**src/rtl/umidade_dht_reader_pkg.sv**
```systemverilog
// Shared types and constants for the DHT-style humidity reader.
package umni_pkg;

    typedef enum logic [2:0] {
        IDLE,
        START,
        RELEASE,
        RESP_LOW,
        RESP_HIGH,
        BIT_LOW,
        BIT_HIGH,
        CHECK
    } state_e;

    localparam int HUMIDITY_MAX = 100;
    localparam int FRAME_BITS   = 40;

    function automatic int max_of3(input int a, input int b, input int c);
        int m;
        m = (a > b) ? a : b;
        return (m > c) ? m : c;
    endfunction

endpackage

```
**src/rtl/sync_2ff.sv**
```systemverilog
// Generic two-flop synchroniser for asynchronous inputs.
module sync_2ff #(
    parameter int   WIDTH     = 1,
    parameter logic RESET_VAL = 1'b0
) (
    input  logic             clock,
    input  logic             reset,
    input  logic [WIDTH-1:0] d,
    output logic [WIDTH-1:0] q
);

    logic [WIDTH-1:0] meta_q;
    logic [WIDTH-1:0] sync_q;

    always_ff @(posedge clock or posedge reset) begin
        if (reset) begin
            meta_q <= {WIDTH{RESET_VAL}};
            sync_q <= {WIDTH{RESET_VAL}};
        end else begin
            meta_q <= d;
            sync_q <= meta_q;
        end
    end

    assign q = sync_q;

endmodule

```
**src/rtl/umidade_dht_reader.sv**
```systemverilog
// Single-wire DHT11-style humidity reader: start pulse, 40-bit frame capture,
// checksum verification and clamped integer humidity output.
module umidade_dht_reader
    import umni_pkg::*;
#(
    parameter int CYC_PER_US       = 50,
    parameter int START_LOW_US     = 18000,
    parameter int BIT_THRESH_US    = 50,
    parameter int TIMEOUT_US       = 200,
    parameter int SAMPLE_PERIOD_US = 2000000
) (
    input  logic       clock,
    input  logic       reset,
    input  logic       data_in,
    output logic       data_oe,
    output logic [6:0] humidity,
    output logic       valid,
    output logic       error,
    output logic       busy
);

    localparam int SAMPLE_CYC = SAMPLE_PERIOD_US * CYC_PER_US;
    localparam int START_CYC  = START_LOW_US * CYC_PER_US;
    localparam int THRESH_CYC = BIT_THRESH_US * CYC_PER_US;
    localparam int TIMEOUT_CYC = TIMEOUT_US * CYC_PER_US;
    localparam int CNT_W = $clog2(max_of3(START_CYC, SAMPLE_CYC, TIMEOUT_CYC + 1) + 1);

    logic line_sync;
    logic line_prev_q;
    logic line_rise;
    logic line_fall;

    state_e      state_q, state_d;
    logic [CNT_W-1:0] cnt_q, cnt_d;
    logic [5:0]  bit_cnt_q, bit_cnt_d;
    logic [FRAME_BITS-1:0] shift_q, shift_d;
    logic [6:0]  humidity_q, humidity_d;
    logic        valid_q, valid_d;
    logic        error_q, error_d;
    logic        data_oe_q, data_oe_d;
    logic        busy_q, busy_d;
    logic [7:0]  checksum;
    logic        timed_out;

    // Idle line is pulled high, so the synchroniser resets high to avoid a false edge.
    sync_2ff #(
        .WIDTH    (1),
        .RESET_VAL(1'b1)
    ) u_sync (
        .clock(clock),
        .reset(reset),
        .d    (data_in),
        .q    (line_sync)
    );

    assign line_rise = line_sync & ~line_prev_q;
    assign line_fall = ~line_sync & line_prev_q;
    assign timed_out = (cnt_q > CNT_W'(TIMEOUT_CYC));

    always_comb begin
        state_d    = state_q;
        cnt_d      = (&cnt_q) ? cnt_q : cnt_q + 1'b1;
        bit_cnt_d  = bit_cnt_q;
        shift_d    = shift_q;
        humidity_d = humidity_q;
        valid_d    = 1'b0;
        error_d    = 1'b0;
        checksum   = shift_q[39:32] + shift_q[31:24] + shift_q[23:16] + shift_q[15:8];

        unique case (state_q)
            IDLE: begin
                if (cnt_q >= CNT_W'(SAMPLE_CYC - 1)) state_d = START;
            end
            START: begin
                if (cnt_q >= CNT_W'(START_CYC - 1)) state_d = RELEASE;
            end
            RELEASE: begin
                if (line_fall) state_d = RESP_LOW;
                else if (timed_out) begin
                    state_d = IDLE;
                    error_d = 1'b1;
                end
            end
            RESP_LOW: begin
                if (line_rise) state_d = RESP_HIGH;
                else if (timed_out) begin
                    state_d = IDLE;
                    error_d = 1'b1;
                end
            end
            RESP_HIGH: begin
                if (line_fall) begin
                    state_d   = BIT_LOW;
                    bit_cnt_d = '0;
                end else if (timed_out) begin
                    state_d = IDLE;
                    error_d = 1'b1;
                end
            end
            BIT_LOW: begin
                if (line_rise) state_d = BIT_HIGH;
                else if (timed_out) begin
                    state_d = IDLE;
                    error_d = 1'b1;
                end
            end
            // The counter holds the high time since entering this state.
            BIT_HIGH: begin
                if (line_fall) begin
                    shift_d   = {shift_q[FRAME_BITS-2:0], (cnt_q > CNT_W'(THRESH_CYC))};
                    bit_cnt_d = bit_cnt_q + 6'd1;
                    state_d   = (bit_cnt_q == 6'(FRAME_BITS - 1)) ? CHECK : BIT_LOW;
                end else if (timed_out) begin
                    state_d = IDLE;
                    error_d = 1'b1;
                end
            end
            CHECK: begin
                if (checksum == shift_q[7:0]) begin
                    humidity_d = (shift_q[39:32] > 8'(HUMIDITY_MAX)) ?
                                 7'(HUMIDITY_MAX) : shift_q[38:32];
                    valid_d    = 1'b1;
                end else begin
                    error_d = 1'b1;
                end
                state_d = IDLE;
            end
            default: state_d = IDLE;
        endcase

        if (state_d != state_q) cnt_d = '0;
        data_oe_d = (state_d == START);
        busy_d    = (state_d != IDLE);
    end

    // Counter is preloaded as expired so the first start pulse follows reset release.
    always_ff @(posedge clock or posedge reset) begin
        if (reset) begin
            state_q     <= IDLE;
            cnt_q       <= CNT_W'(SAMPLE_CYC - 1);
            bit_cnt_q   <= '0;
            shift_q     <= '0;
            humidity_q  <= '0;
            valid_q     <= 1'b0;
            error_q     <= 1'b0;
            data_oe_q   <= 1'b0;
            busy_q      <= 1'b0;
            line_prev_q <= 1'b1;
        end else begin
            state_q     <= state_d;
            cnt_q       <= cnt_d;
            bit_cnt_q   <= bit_cnt_d;
            shift_q     <= shift_d;
            humidity_q  <= humidity_d;
            valid_q     <= valid_d;
            error_q     <= error_d;
            data_oe_q   <= data_oe_d;
            busy_q      <= busy_d;
            line_prev_q <= line_sync;
        end
    end

    assign data_oe  = data_oe_q;
    assign humidity = humidity_q;
    assign valid    = valid_q;
    assign error    = error_q;
    assign busy     = busy_q;

endmodule

```
**config.mk**
```make
export PLATFORM = sky130hd
export DESIGN_NAME = umidade_dht_reader
export DESIGN_NICKNAME = d
export VERILOG_FILES = /design/src/rtl/umidade_dht_reader_pkg.sv /design/src/rtl/sync_2ff.sv /design/src/rtl/umidade_dht_reader.sv
export SDC_FILE = /design/constraint.sdc
export NUM_CORES = 1
export LEC_CHECK = 0
export BUFFER_PORTS_ARGS = -buffer_cell sky130_fd_sc_hd__buf_2
export CAP_MARGIN = 10
export CORE_UTILIZATION = 50
export DETAILED_ROUTE_END_ITERATION = 16
export PLACE_DENSITY = 0.81
export SKIP_LAST_GASP = 1
export SLEW_MARGIN = 0
export SYNTH_ARGS = -nofsm -noshare
export SYNTH_HDL_FRONTEND = slang
export SYNTH_SLANG_ARGS = --single-unit
```
**constraint.sdc**
```tcl
create_clock -name clock -period 3.4 [get_ports clock]
set_input_delay 0.34 -clock clock [delete_from_list [all_inputs] [get_ports clock]]
set_output_delay 0.34 -clock clock [all_outputs]
set_load 0.01 [all_outputs]
```
Word-level counts from Yosys, hierarchy flattened
Cells that the tools add are included.

Flip-flop bits (word level): 90. Input port bits: 3.

Add/sub/neg operators: 5. $lt $le $gt $ge: 5. Equal/unequal tests: 14. Mux-type cells: 23. Bitwise operators: 4. Reduce and logical (&&, ||, !) cells: 9.

Operator list (count): two-way mux 27 bit (2); adder 27 x 1 -> 27 bit, second input constant (1); greater-or-equal comparator 27 x 20 -> 1 bit, second input constant (1); greater-or-equal comparator 27 bit, second input constant (1); > comparator 27 x 12 -> 1 bit, second input constant (1); > comparator 27 x 14 -> 1 bit, second input constant (1); AND reduction 27 bit (1); adder 8 bit (3); two-way mux 3 bit (8); case mux 3 bit (8 select lines) (1); == test 3 bit, second input constant (4); two-way mux 6 bit (2); case mux 6 bit (2 select lines) (1); == test 8 bit (1); > comparator 8 x 7 -> 1 bit, second input constant (1); two-way mux 7 bit (1); adder 6 x 1 -> 6 bit, second input constant (1); == test 3 x 1 -> 1 bit, second input constant (2); == test 3 x 2 -> 1 bit, second input constant (2); == test 6 bit, second input constant (1); two-way mux 1 bit (6); inequality test 2 bit, second input constant (2); AND reduction 2 bit (2); zero test 3 bit (1); 11 further kinds (13).

Depth between registers and ports, before layout
Depth in word-level cells: 6. Gate-level depth with buffers: 12. Gate-level depth less buffers: 12.

Hierarchy
Synthesis repeated with hierarchy kept, for this count alone.

Cell total of the unflattened synthesis: 486. Area, all modules: 5114.9 µm².

By module, submodules not included: umidade_dht_reader (instances 1, cells an instance 483, area each 5058.6 µm², sequential area each 2227.1 µm²); sync_2ff (instances 1, cells an instance 3, area each 56.3 µm², sequential area each 52.6 µm²).

Worst setup path after synthesis
OpenSTA, ideal clock, no wires.

Kind: register to register. Start: reg shift_q[9]. End: reg humidity_q[2], in the netlist humidity[2]. Library setup time: 0.125 ns. Arrival: 3.627 ns. Required time: 3.275 ns. Setup slack: -0.351 ns. Stages on the path, launching flop included: 13. Path buffers: 0. Path through: dfrtp_1 > fa_1 > inv_1 > fa_1 > inv_1 > ha_1 > fa_1 > a21o_1 > a21oi_1 > o21ai_0 > xnor2_1 > nor4_4 > mux2_2.

Longest elaborated chain between the ends: 3.

RTL lines: start, declared (line umidade_dht_reader.sv:36) `logic [FRAME_BITS-1:0] shift_q, shift_d;`; start signal, assigned (line umidade_dht_reader.sv:153) `shift_q <= shift_d;`; adder 8 bit (line umidade_dht_reader.sv:68) `checksum = shift_q[39:32] + shift_q[31:24] + shift_q[23:16] + shift_q[15:8];`; == test 8 bit (line umidade_dht_reader.sv:119) `if (checksum == shift_q[7:0]) begin`; AND reduction 2 bit (no source line); end signal, assigned (line umidade_dht_reader.sv:154) `humidity_q <= humidity_d;`; end, declared (line umidade_dht_reader.sv:37) `logic [6:0] humidity_q, humidity_d;`.

Every way passes these cells. A chain may end at the register's enable or synchronous reset.

Worst setup path after layout
Start: reg shift_q[17]. End: reg humidity_q[3], in the netlist humidity[3].

Longest elaborated chain between the ends: 4.

RTL lines (line): adder 8 bit (2 in a row) (umidade_dht_reader.sv:68); == test 8 bit (umidade_dht_reader.sv:119); AND reduction 2 bit (no source line).

Every way passes these cells.

==> metrics.yaml <==
status: "finished, final reports clean"
portBuffers: 13
drtAntennaViolNets: 0
drc_errors: 0
worstMarginPinSlew_ns: 0.871
ff2ff_setup_slack_ns: 0.007
startpoint_type: "flop"
synth_cell_types: 58
core_um2: 9820
setup_viol: 0
diodes: 0
cp_data_required_time_ns: 3.68
gp_congestion: 0.881
crit_path_end_kind: "flop"
grt_max_degree: 51
overflow: 0
cts_buffers: 9
syn2layout_area_growth_pct: 8.91
fin_util: 0.567
synth.area.top_cells: "dfrtp_1, dfstp_2, mux2_2"
ys_top_cells_by_count: "dfrtp_1, nand2_1, mux2_2, nor2_1, inv_1"
synth_compound_area_frac: 0.0796
fin_skew_ns: 0.0171
fin_ws_ns: 0.00735
drive_above_1_share: 0.269
crit_arrival_ns: 3.68
slowest_stage: "fa_1"
synth_fp_nets: 512
first_pass_iters: 5
cts.sinks: 90
tns_ns: 0
seq_power_share: 0.536
ys_warn_count: 0
multi_input_area_um2: 2630
synth_top_family_by_area: "simple AND/OR/NAND/NOR gates"
start_util: 0.521
powerDensity_nw_per_um2: 360
dpl_cell_area_um2: 5300
rsz0062_at_grt: "yes"
first_global_vias: 3529
gr-usage-all-layers: 0.199
place_ws_ns: -0.171
htree_levels: 3
ff_latch_area_um2: 2280
synthSimpleGateAreaFrac: 0.183
max-cap-violations: 0
cp_slowest_stage_delay_ns: 0.54
intPower_mw: 1.57
synth_edf_count: 0
fp-row-count: 36
cts_tree: "yes"
nNetsFinal: 521
instances_no_fill: 632
die_h_um: 103
slew_viol_final: 0
synth_top_area_share: 0.333
syn_area_um2: 5110
seq_area_frac_synth: 0.446
grt_pass1_wl_um: 16300
path_cells: "fa_1 -> inv_1 -> fa_1 -> inv_1 -> ha_2 -> fa_2 -> a21o_1 -> a21oi_2 -> o21ai_2 -> xnor2_2 -> nor4_4 -> buf_6 -> mux2i_1"
cp_max_fo: 7
drt-total-wl_um: 9520
clk_latency_ns: 0.36
synth_most_common_cell: "dfrtp_1"
slew_headroom: 0.419
synthFlopType: "dfrtp_1"
netlist_instances: 485
ir_drop_mv: 0.273
fmax_ghz: 0.295
yosys.area.top_type: "dfrtp_1"
grt_antenna_before_repair: 0
leakagePower_nw: 2.49
total_power_mw: 2.01
muxShareOfSynthArea: 0.0908
ios: 14
crit_type: "reg -> reg"
pwr-share-comb: 0.015
fin_crit_sh: 0.998
die_x_um: 103
cts.clk_slew.worst_paths_ns: 0.10
holdWs_ns: 0.0654
routedWlPerCell_um: 15.1
p_clk_frac: 0.449
timing_hold_violations_final: 0
drtIter0Drc: 160
vias: 3549
avgSynthCellArea_um2: 10.5
fillerInstances: 832
dpl.cell_count: 615
cts_root_buf: "clkbuf_8"
synthArstFlopShare: 1.00
synthAdderAreaFrac: 0.0793
hp-class: "in -> reg"
ys_ff_latch: 90
postLayoutCellArea_um2: 5570
dp_hpwl_um: 6770
yosys.area_share.xor_xnor: 0.0737
via_per_inst: 5.62
min_period_ns: 3.39
sw_frac_of_total: 0.216
dieArea_um2: 10600
clock_path_buffers: 2
switchingPower_uw: 433
registers in the layout, summed over array words and instances, names as in the netlist:
| signal | flops |
|---|---|
| state_q | 3 |
| busy | 1 |
| u_sync.q | 1 |
| error | 1 |
| shift_q | 40 |
| humidity | 7 |
| cnt_q | 27 |
| valid | 1 |
| data_oe | 1 |
| u_sync.meta_q | 1 |
| line_prev_q | 1 |
| bit_cnt_q | 6 |
path summary, 6_finish.rpt:
| kind | from | end | cells after the start |
|---|---|---|---|
| hold / removal | data_in | u_sync.meta_q | 1 |
| setup / recovery | shift_q[17] | humidity[3] | 13 |
| hold reg to reg | u_sync.meta_q | u_sync.q | 0 |
| setup reg to reg | shift_q[17] | humidity[3] | 13 |
| max in group asynchronous | reset | cnt_q[5] | 3 |
| min in group asynchronous | reset | shift_q[12] | 2 |
layout by cell type (no fill, tap or decap), types with 4 or more instances in the layout:
cell      synthesis  routed
xor2_1           19      19
nand2b_1          4       4
nor2_2           17      17
ha_1             10       9
inv_1            26      25
buf_2             6      13
fa_1             14      13
nand3_1          14      13
dfstp_2          22      22
nor2b_1           4       4
or3_1             5       5
nor2_1           34      34
clkbuf_8          0       9
buf_4             0       7
nor4_1            8       8
o211ai_1          4       4
mux2_2           35      34
mux2i_1           7       7
nor3_1           10      10
a21oi_1          10       9
nand2_1          44      44
dfrtp_1          68      68
o21ai_0          23      22
xnor2_1          24      22
nand4_1          12      12
per-layer routing:
metal,vias to the layer above,share of wire,global-route usage
met5,-,0,0
met4,0,0.015,0.0693
met3,12,0.041,0.0332
met2,98,0.47,0.328
met1,1755,0.47,0.267
li1,1684,-,-
cells by family after synthesis:
family,Yosys count
DFF,90
xor gates and xnor gates,43
and+or+nand+nor,173
buffers and inverters,50
AOI/OAI and AO/OA,63
muxes,42
adders and majority gates,24
worst max-delay path: cells and delay by family (launching register included):
kind	cells	cell delay, ns
AO/OA/AOI/OAI	3	0.44
XOR/XNOR	1	0.17
adder cells (fa/ha/maj)	4	1.56
buffers and inverters	3	0.28
flip-flops	1	0.41
multiplexers	1	0.19
AND/OR/NAND/NOR	1	0.28
final cells by class:
| cell class | instances | area share |
|---|---|---|
| flip-flops and latches | 90 | 0.410 |
| multi-input cells | 345 | 0.472 |
| clock inverters | 7 | 0.0223 |
| repair buffers | 22 | 0.0267 |
| inverters | 26 | 0.0178 |
| clock buffers | 9 | 0.0223 |
| well taps | 133 | 0.0299 |
power groups by stage:
stage | clock network [mW] | logic [mW] | registers [mW]
3_3_place_gp | 0 | 0.0298 | 1.10
3_5_place_dp | 0 | 0.0311 | 1.10
2_1_floorplan | 0 | 0.0190 | 1.10
4_1_cts | 0.915 | 0.0312 | 1.08
5_1_grt | 0.967 | 0.0347 | 1.08
6_report | 0.902 | 0.0292 | 1.08
what timing repair did:
item	CTS	global route
pin swaps	9	2
buffers inserted	1	0
endpoints found under the setup margin	7	7
hold buffers	0	0
resized for setup	4	0
Power figures use the tool's default switching activity.
